File: src/rtl/sat_counter.sv
// Saturating up-counter with synchronous clear; clear takes priority over increment.
module sat_counter #(
  parameter int W = 16
) (
  input  logic         clk,
  input  logic         rst,
  input  logic         clr,
  input  logic         inc,
  output logic [W-1:0] cnt
);

  // NOTE: sequential state is always written with <= so every flop samples pre-edge values.
  always_ff @(posedge clk or posedge rst) begin
    if (rst)                        cnt <= '0;
    else if (clr)                   cnt <= '0;
    else if (inc && (cnt != '1))    cnt <= cnt + 1'b1;
  end

endmodule

File: config.mk
export PLATFORM = sky130hd
export DESIGN_NAME = sat_counter
export DESIGN_NICKNAME = d
export VERILOG_FILES = /design/src/rtl/sat_counter.sv
export SDC_FILE = /design/constraint.sdc
export NUM_CORES = 1
export LEC_CHECK = 0
export ABC_AREA = 1
export CORE_ASPECT_RATIO = 1.75
export CORE_MARGIN = 2
export CORE_UTILIZATION = 45
export DETAILED_ROUTE_END_ITERATION = 8
export PLACE_DENSITY_LB_ADDON = 0.1
export SLEW_MARGIN = 20
export SYNTH_ARGS = -nofsm -noshare
export SYNTH_HDL_FRONTEND = slang
export SYNTH_SLANG_ARGS = --single-unit
export TNS_END_PERCENT = 100
File: constraint.sdc
create_clock -name clk -period 2.1 [get_ports clk]
set_input_delay 0.21 -clock clk [delete_from_list [all_inputs] [get_ports clk]]
set_output_delay 0.21 -clock clk [all_outputs]
set_load 0.02 [all_outputs]
# [Word-level counts from Yosys, hierarchy flattened]
# Index checks and enable logic that the tools add are counted.
[word_totals] regBits=16 latch_bits=0 ramBits=0 romBits=0 in_bits=4 output_inout_bits=16 word_cells=7 n_memories=0
[classes] addsub=1 multipliers=0 div=0 n_lt_le_gt_ge=0 n_eq_ne=1 shifts=0 mux=2 bitwise=0 n_reduce_logical=2
[ops] cell="$mux 16" count=2
[ops] cell="$add 16x1->16 const B" count=1
[ops] cell="$ne 16x16->1 const B" count=1
[ops] cell="$reduce_bool 2->1" count=1
[ops] cell="$logic_and 1x1->1" count=1

# [Logic depth before layout (Yosys ltp)]
# Gate-level depths: netlist of the first run.
[depth] ltp_word=4 mapped_depth=10 ltp_nobuf=9

# [Worst setup path after synthesis of the first run]
# OpenSTA, ideal clock, no wires.
[synth_path] kind="register -> register" from="register cnt[1]" to="register cnt[12]" setup_ns=0.066 t_arrival_ns=1.585 required_time_ns=2.034 slack_ns=0.450 path_stages_with_launch=11 n_path_buf=1 synth_period_minus_slack_ns=1.650 cell_sequence="dfrtp_1 ha_1 nand2_2 nor2_8 nand2_4 nor2_4 nor2_2 nor2_4 buf_6 nand2_1 nand2_1"
[synth_between] elab_chain_cells=3 elab_cells_between_ends=6 classes_between="1 x add/sub; 1 x eq/ne; 2 x mux; 2 x reduce/logical"
[synth_rtl] item="start, declared" line_no="9" source="output logic [W-1:0] cnt"
[synth_rtl] item="start signal, assigned" line_no="16" source="else if (inc && (cnt != '1)) cnt <= cnt + 1'b1;"
[synth_rtl] item="$add 16x1->16 or $ne 16x16->1 (tied branches)" line_no="16"
[synth_rtl] item="$mux 16 or $logic_and 1x1->1 (tied branches)" line_no="16"
[synth_rtl] item="$mux 16 or $reduce_bool 2->1 (tied branches)"
# Parallel ways exist; a longest one is shown, timed or not. The select of a mux whose other input is x is not followed.
# A chain may end at the register's enable or synchronous reset.

# [Worst setup path after layout of the first run]
[layout_path] from="register cnt[0]" to="register cnt[0]"
# Same word-level chain as after synthesis.

==> out/metrics.yaml, run 1 <==
run_status:
  status: "finished, final reports clean"
placed_design:
  dp_cells: 202
  routabilityCongestion: 0.8523
  io_buffers: 19
  place_hpwl_microns: 2009
critical_path:
  crit_fanout: 14
  r2r_end: "cnt[0]"
  cp_slowest_cell: "dfrtp_1"
  crit_type: "flip-flop to flip-flop"
  endpoint: "cnt[0]"
  cp-start-kind: "flip-flop"
  r2r-start: "cnt[0]"
  arrival_ns: 1.92
  endpoint_kind: "flip-flop"
  reg2regPathDepth: 9
  cp_data_required_time_ns: 2.29
  crit_chain: "ha_1, nand2_2, nor2_8, nand2_4, nor2_4, nor2_2, nor2_4, nand2_1, nand2_1"
  crit_start: "cnt[0]"
  reg2reg_slack_ns: 0.36
  slowest_delay_ns: 0.42
die:
  coreArea_sq_um: 2273
  rows: 23
  die_y_microns: 68.92
  dieArea_sq_um: 2832
  start_util_pct: 47.66
  ios: 20
  die_w_microns: 41.10
timing:
  fmaxAchievable_mhz: 576.2
  tns_ns: 0
  slew_violations: 0
  setup_viol: 0
  timing.final.crit_period_ns: 1.736
  rsz0062_at_grt: "false"
  slew_headroom_pct: 58.06
  period_share_pct: 82.65
  tightest_slew_ns: 0.6285
  fin_skew_ns: 0.002756
  hold_violations: 0
clocking:
  cts_root_buffer: "clkbuf_8"
  cts.repair.resized: 0
  clk_transition_reported_paths_ns: 0.07
  clock_path_buffers: 2
  cts_num_sinks: 16
  cts_setup_buffers: 0
  cts_inserted_buffers: 3
  clk_latency_ns: 0.25
  cts_tree: "built"
  hold_buffers: 0
  cts_max_level: 1
synth:
  ys_seq_elements: 16
  synth_nets: 164
  synth_cell_types: 24
  async_flop_share_pct: 100.0
  synth_commonest_cells: "64 x nand2_1, 16 x dfrtp_1, 16 x inv_1, 16 x nor2_1, 12 x nand3_1"
  synth-edff-count: 0
  synth.avg_cell_area_sq_um: 6.815
  synth.top_cells.by_area: "dfrtp_1 37%, nand2_1 22%, nand4_1 6.4%"
  yosysSeqAreaShare_pct: 36.95
  yosys_warnings: 0
  netlist.area_leader.share_pct: 36.95
  synth_top_area_cell: "dfrtp_1"
  synth_most_common_cell: "nand2_1"
  synthFlopType: "dfrtp_1"
  syn_inst: 159
  syn-cell-area_sq_um: 1084
cells_and_area:
  drive_gt1_share_pct: 8.287
  syn2layout_area_growth_pct: 25.06
  num-fill-cells: 232
  largest_reg_flops: 16
  top_regs: "cnt: 16 flops"
  top_register: "cnt"
  diodes: 0
  fin_cells: 206
  layout.nets: 187
grt:
  grt_pass1_vias: 995
  grt_overflow_total: 0
  antenna_found_initial: 0
  track_usage_pct: 21.95
  grt_max_degree: 17
  grt_pass1_wl_microns: 4284
job:
  maxCapViolCount: 0
routing:
  dr.pass1.iters: 4
  wl_microns: 2607
  drc_errors: 0
  drtIter0Drc: 34
  detail_route.wl_per_cell_microns: 12.66
  num_vias: 1058
  antenna_left: 0
  viasPerCell: 5.136
pwr:
  p_per_area_nw_per_um2: 476.5
  power_leakage_nw: 0.6841
  ir_drop_uv: 348.7
worst_hold_path:
  min_path_type: "input pin to async pin"
## critical path: cells and delay by family (launching register included)
family | cells | cell delay [ns]
DFF | 1 | 0.42
and+or+nand+nor | 8 | 1.03
adders and majority gates | 1 | 0.22
## worst min-delay path by stage
| stage | slack [ns] | endpoint | cells after the start |
|---|---|---|---|
| 6_report | 0.34 | cnt[5] | 2 |
| 5_1_grt | 0.43 | cnt[5] | 2 |
| 4_1_cts | 0.37 | cnt[3] | 2 |
| 3_5_place_dp | 0.55 | cnt[1] | 2 |
| 3_3_place_gp | 0.52 | cnt[1] | 2 |
| 2_1_floorplan | 0.12 | cnt[0] | 1 |
## routing by layer
metal,vias up,track usage [%],share of wire (%)
li1,544,-,-
met1,494,25.20,43
met2,18,39.65,54
met3,2,1.923,2.5
met4,0,7.661,0.46
met5,-,0,0
## cell usage in the layout (no fill, tap or decap)
master,n
nand2_1,64
clkdlybuf4s50_1,19
inv_1,16
nor2_1,16
dfrtp_1,16
nand3_1,12
nand4_1,11
clkbuf_8,4
nor2_4,3
nor2_2,2
nand3b_1,2
xor2_1,2
xnor2_1,2
buf_4,2
inv_2,1
nand2_2,1
nor2_8,1
nand2_4,1
clkinv_1,1
a21oi_1,1
o21ai_1,1
o21ai_0,1
nor3_1,1
ha_1,1
## area by class of cell
cell class                      count  area [sq um]  area share (%)
Inverter                           18         67.56           4.986
Timing Repair Buffer               21         205.2           15.14
Sequential cell                    16         400.4           29.55
Clock buffer                        4         55.05           4.063
Multi-Input combinational cell    122         595.6           43.95
Tap cell                           25         31.28           2.308
## logic make-up (layout without fill, tap and decap cells)
| kind of cell | Yosys count | after routing | share of synthesized area (%) |
|---|---|---|---|
| AO/OA/AOI/OAI | 3 | 3 | 1.384 |
| XOR/XNOR | 4 | 4 | 3.234 |
| adder cells (fa/ha/maj) | 1 | 1 | 1.155 |
| buffers and inverters | 21 | 43 | 8.082 |
| flip-flops | 16 | 16 | 36.95 |
| AND/OR/NAND/NOR | 114 | 114 | 49.19 |
## stage by stage
step	instance area [sq um]	hold WS [ns]	power, mW	setup WS [ns]	util (%)
CTS	1355	0.3697	0.6537	0.3605	59.60
finish	1355	0.3388	0.6457	0.3644	59.60
global placement	1300	0.5215	0.3730	0.4303	57.18
floorplan	1084	0.1237	0.3529	0.4498	-
detailed placement	1300	0.5452	0.3738	0.3849	57.18
global route	1355	0.4297	0.6661	0.1982	59.60
## where the power goes
group          leakage, nW  switching (mW)  total, mW  internal, mW
sequential           0.222         0.00456      0.316         0.311
clock               0.0288           0.112      0.278         0.166
combinational        0.433          0.0332     0.0513        0.0181
total                0.684           0.150      0.646         0.496
Note: power is estimated with default switching activity, not from simulation.
==> run 2, diff against run 1 <==
clock period = 1.8 ns   (was 2.1 ns; I/O delays follow)
==> out/metrics.yaml, run 2 (same netlist as run 1, synthesis figures left out) <==
routing:
  antenna_left: 0  # unchanged
  met1_length_microns: 1127  # was 1110 microns
  drtIter0Drc: 49  # was 34
  viasPerCell: 5.279  # was 5.136
  detail_route.wl_per_cell_microns: 13.50  # was 12.66 microns
  dr.pass1.iters: 4  # unchanged
  wl_microns: 2807  # was 2607 microns
  dr_wl_met2_microns: 1520  # was 1420 microns
  top_layer: "met4"  # unchanged
  wl_met3_microns: 110  # was 64 microns
  drc_errors: 0  # unchanged
  num_vias: 1098  # was 1058
critical_path:
  reg2regPathDepth: 10  # was 9
  r2r-start: "cnt[1]"  # was cnt[0]
  arrival_ns: 1.81  # was 1.92 ns
  cp_data_required_time_ns: 1.98  # was 2.29 ns
  crit_type: "flip-flop to flip-flop"  # unchanged
  r2r_end: "cnt[8]"  # was cnt[0]
  cp-start-kind: "flip-flop"  # unchanged
  crit_fanout: 12  # was 14
  endpoint_kind: "flip-flop"  # unchanged
  reg2reg_slack_ns: 0.18  # was 0.36 ns
pwr:
  switching_power_uw: 175.8  # was 149.9 uW
  ir_drop_uv: 477.5  # was 348.7 uV
  netSwitchingFraction_pct: 23.13  # was 23.21%
  p_comb_share_pct: 8.9  # was 7.9%
  seqPwrFrac_pct: 48.5  # was 48.9%
  p_total_uw: 760.0  # was 645.7 uW
  power.share.clock_pct: 42.5  # was 43.1%
  power_leakage_nw: 0.6977  # was 0.6841 nW
  p_int_uw: 584.2  # was 495.9 uW
  p_per_area_nw_per_um2: 549.7  # was 476.5 nW/um^2
grt:
  track_usage_pct: 24.72  # was 21.95%
  antenna_found_initial: 0  # unchanged
  grt_max_degree: 17  # unchanged
  grt_pass1_wl_microns: 4878  # was 4284 microns
  grt_pass1_vias: 1111  # was 995
  grt_overflow_total: 0  # unchanged
placed_design:
  place_hpwl_microns: 2063  # was 2009 microns
  dp_slack_ns: 0.1182  # was 0.3849 ns
  io_buffers: 19  # unchanged
  dp_cells: 203  # was 202
  routabilityCongestion: 0.8353  # was 0.8523
cells_and_area:
  top_regs: "cnt: 16 flops"  # unchanged
  final_util_pct: 60.81  # was 59.60%
  final_cell_mix: "64 x nand2_1, 19 x clkdlybuf4s50_1, 16 x inv_1, 16 x nor2_1, 16 x dfrtp_1"  # unchanged
  top_register: "cnt"  # unchanged
  layout.nets: 189  # was 187
  syn2layout_area_growth_pct: 27.60  # was 25.06%
  diodes: 0  # unchanged
  final_common_cell: "nand2_1"  # unchanged
  drive_gt1_share_pct: 9.290  # was 8.287%
  largest_reg_flops: 16  # unchanged
  fin_cells: 208  # was 206
clocking:
  clk_latency_ns: 0.25  # about the same
  cts_root_buffer: "clkbuf_8"  # unchanged
  cts_max_level: 1  # unchanged
  clk_transition_reported_paths_ns: 0.07  # about the same
  hold_buffers: 0  # unchanged
  cts_tree: "built"  # unchanged
  clock_path_buffers: 2  # unchanged
  cts_inserted_buffers: 3  # unchanged
  cts_num_sinks: 16  # unchanged
timing:
  hold_violations: 0  # unchanged
  period_share_pct: 90.28  # was 82.65%
  rsz0062_at_grt: "false"  # unchanged
  slew_violations: 0  # unchanged
  fin_ws_ns: 0.1750  # was 0.3644 ns
  fmaxAchievable_mhz: 615.4  # was 576.2 MHz
  tns_ns: 0  # unchanged
  setup_viol: 0  # unchanged
  tightest_slew_ns: 0.6284  # was 0.6285 ns
  timing.final.crit_period_ns: 1.625  # was 1.736 ns
  fin_skew_ns: 0.001748  # was 0.002756 ns
  slew_headroom_pct: 58.06  # about the same
run_status:
  status: "finished, final reports clean"  # unchanged
die:
  die_y_microns: 68.92  # unchanged
  rows: 23  # unchanged
  ios: 20  # unchanged
  dieArea_sq_um: 2832  # unchanged
  start_util_pct: 47.66  # unchanged
  coreArea_sq_um: 2273  # unchanged
  die_w_microns: 41.10  # unchanged
job:
  maxCapViolCount: 0  # unchanged
worst_hold_path:
  min_path_type: "input pin to async pin"  # unchanged
## run 2: per-stage QoR
stage / hold WS [ns] / cell area, sq um
4_1_cts: 0.3444 / 1363
6_report: 0.3141 / 1383
3_5_place_dp: 0.5487 / 1308
3_3_place_gp: 0.5207 / 1308
2_1_floorplan: 0.09374 / 1084
5_1_grt: 0.3889 / 1383
## run 2: critical path: stages, from the launching register on
cell     delay (ns)
dfrtp_1        0.42
ha_1           0.22
nand2_2        0.10
nor2_8         0.17
nand2_4        0.07
nor2_4         0.13
nor2_2         0.06
buf_4          0.18
nand2_1        0.07
nand2_1        0.05
nor2_1         0.09
## run 2: power groups by stage
stage               registers [mW]  clock network [mW]  logic (mW)
finish                       0.369               0.323      0.0680
global route                 0.369               0.348      0.0754
CTS                          0.368               0.334      0.0637
detailed placement           0.375                   0      0.0633
global placement             0.375                   0      0.0619
floorplan                    0.379                   0      0.0324
## run 2: cell type report
cell class                      count  area, sq um
Tap cell                           25        31.28
Timing Repair Buffer               23        232.7
Multi-Input combinational cell    122        595.6
Clock buffer                        4        55.05
Inverter                           18        67.56
Sequential cell                    16        400.4
Fill cell                         216        890.9
## run 2: worst max path at each step
stage          slack (ns)      end  depth (start not counted)  startpoint
2_1_floorplan        0.15  cnt[12]                         10      cnt[1]
3_3_place_gp         0.15  cnt[10]                          9      cnt[0]
3_5_place_dp         0.12   cnt[7]                          9      cnt[0]
4_1_cts               0.1   cnt[7]                          9      cnt[0]
5_1_grt              0.02   cnt[7]                         10      cnt[0]
6_report             0.18   cnt[8]                         10      cnt[1]
## run 2: repair_timing
item                                    CTS  global route
endpoints found under the setup margin    0            14
gates resized for setup                   0             0
buffers inserted                          0             1
## run 2: per-layer routing
| layer | track usage, % | vias up |
|---|---|---|
| met2 | 43.36 | 26 |
| met3 | 2.885 | 4 |
| met5 | 0 | - |
| met4 | 11.29 | 0 |
| li1 | - | 551 |
| met1 | 27.91 | 517 |
==> run 3, diff against run 2 <==
CORE_ASPECT_RATIO = not set   (was 1.75)
CORE_UTILIZATION = 51   (was 45)
==> out/metrics.yaml, run 3 (same netlist as run 1, synthesis figures left out) <==
timing:
  fin_skew_ns: 0.002182  # was 0.001748 ns
  tns_ns: 0  # unchanged
  tightest_slew_ns: 0.6309  # was 0.6284 ns
  slew_violations: 0  # unchanged
  fmaxAchievable_mhz: 604.3  # was 615.4 MHz
  timing.final.crit_period_ns: 1.655  # was 1.625 ns
  setup_viol: 0  # unchanged
  period_share_pct: 91.94  # was 90.28%
  hold_violations: 0  # unchanged
  slew_headroom_pct: 57.89  # was 58.06%
  rsz0062_at_grt: "false"  # unchanged
cells_and_area:
  final_cell_area_sq_um: 1353  # was 1383 sq um
  top_regs: "cnt: 16 flops"  # unchanged
  diodes: 0  # unchanged
  layout.nets: 189  # unchanged
  drive_gt1_share_pct: 8.791  # was 9.290%
  num-fill-cells: 168  # was 216
  top_register: "cnt"  # unchanged
  final_cell_mix: "64 x nand2_1, 19 x clkdlybuf4s50_1, 16 x inv_1, 16 x nor2_1, 16 x dfrtp_1"  # unchanged
  final_common_cell: "nand2_1"  # unchanged
  largest_reg_flops: 16  # unchanged
  syn2layout_area_growth_pct: 24.83  # was 27.60%
grt:
  track_usage_pct: 24.50  # was 24.72%
  grt_pass1_wl_microns: 4671  # was 4878 microns
  grt_pass1_vias: 1028  # was 1111
  grt_max_degree: 17  # unchanged
  antenna_found_initial: 0  # unchanged
  grt_overflow_total: 0  # unchanged
run_status:
  status: "finished, final reports clean"  # unchanged
routing:
  dr.pass1.iters: 4  # unchanged
  drtIter0Drc: 28  # was 49
  detail_route.wl_per_cell_microns: 12.72  # was 13.50 microns
  antenna_left: 0  # unchanged
  num_vias: 1107  # was 1098
  wl_microns: 2659  # was 2807 microns
  viasPerCell: 5.297  # was 5.279
  drc_errors: 0  # unchanged
worst_hold_path:
  min_path_type: "input pin to async pin"  # unchanged
placed_design:
  placed_area_sq_um: 1303  # was 1308 sq um
  io_buffers: 19  # unchanged
  place_hpwl_microns: 1938  # was 2063 microns
  routabilityCongestion: 0.8942  # was 0.8353
critical_path:
  slowest_delay_ns: 0.42  # about the same
  cp-start-kind: "flip-flop"  # unchanged
  cp_data_required_time_ns: 2.03  # was 1.98 ns
  crit_chain: "ha_1, nand2_2, nor2_8, nand2_4, nor2_4, nor2_2, nor2_4, buf_12, nand2_1, nand2_1"  # was ha_1, nand2_2, nor2_8, nand2_4, nor2_4, nor2_2, buf_4, nand2_1, nand2_1, nor2_1
  arrival_ns: 1.89  # was 1.81 ns
  crit_fanout: 9  # was 12
  endpoint_kind: "flip-flop"  # unchanged
  crit_type: "flip-flop to flip-flop"  # unchanged
  reg2regPathDepth: 10  # unchanged
  cp_slowest_cell: "dfrtp_1"  # unchanged
die:
  dieArea_sq_um: 2510  # was 2832 sq um
  die_y_microns: 50.10  # was 68.92 microns
  start_util_pct: 54.67  # was 47.66%
  ios: 20  # unchanged
  rows: 16  # was 23
  coreArea_sq_um: 1982  # was 2273 sq um
  die_w_microns: 50.10  # was 41.10 microns
pwr:
  power_leakage_nw: 0.6824  # was 0.6977 nW
  p_per_area_nw_per_um2: 466.2  # was 549.7 nW/um^2
  ir_drop_uv: 304.4  # was 477.5 uV
clocking:
  cts_num_sinks: 16  # unchanged
  clock_path_buffers: 2  # unchanged
  clk_transition_reported_paths_ns: 0.09  # was 0.07 ns
  cts_root_buffer: "clkbuf_4"  # was clkbuf_8
  hold_buffers: 0  # unchanged
  cts_tree: "built"  # unchanged
  cts_max_level: 1  # unchanged
  clk_latency_ns: 0.29  # was 0.25 ns
  cts_inserted_buffers: 3  # unchanged
job:
  maxCapViolCount: 0  # unchanged
## run 3: final timing paths
| path | slack, ns | end | startpoint |
|---|---|---|---|
| hold / removal | 0.27 | cnt[7] | rst |
| min in group clk | 0.56 | cnt[1] | cnt[1] |
| hold reg to reg | 0.56 | cnt[1] | cnt[1] |
| setup / recovery | 0.15 | cnt[11] | cnt[0] |
| setup reg to reg | 0.15 | cnt[11] | cnt[0] |
| max in group asynchronous | 1.12 | cnt[4] | rst |
## run 3: final cells by class
type / count / area [sq um] / share of cell area, %
Clock buffer: 3 / 22.52 / 1.665
Inverter: 18 / 67.56 / 4.995
Multi-Input combinational cell: 122 / 595.6 / 44.03
Sequential cell: 16 / 400.4 / 29.60
Tap cell: 27 / 33.78 / 2.498
Timing Repair Buffer: 23 / 232.7 / 17.21
## run 3: worst max-delay path: cells and delay by family, from the launching register on
kind          cells  cell delay, ns
flops             1            0.42
simple gates      8            0.81
fa+ha+maj         1            0.22
buf+inv           1            0.14
## run 3: routing by layer
metal / track usage [%] / wire length (microns) / vias up
li1: - / - / 548
met1: 33.14 / 1201 / 510
met2: 39.47 / 1283 / 41
met3: 3.939 / 140 / 8
met4: 8.333 / 33 / 0
met5: 0 / 0 / -
## run 3: power by group
part	switching, mW	internal [mW]
combinational	0.0410	0.0282
sequential	0.00526	0.363
clock	0.115	0.0778
## run 3: timing repair
action,CTS,global route
gates resized for setup,0,0
buffers inserted,0,2
setup endpoints to repair,0,14
## run 3: per-stage QoR
stage	hold WS, ns	cells	power, mW	util (%)	worst slack (ns)
CTS	0.3026	207	0.6267	66.86	0.08003
global route	0.3459	209	0.6556	68.24	0.01687
global placement	0.5248	204	0.4368	65.72	0.1791
detailed placement	0.5470	204	0.4382	65.72	0.1116
floorplan	0.09374	159	0.4117	-	0.1498
finish	0.2723	209	0.6306	68.24	0.1451
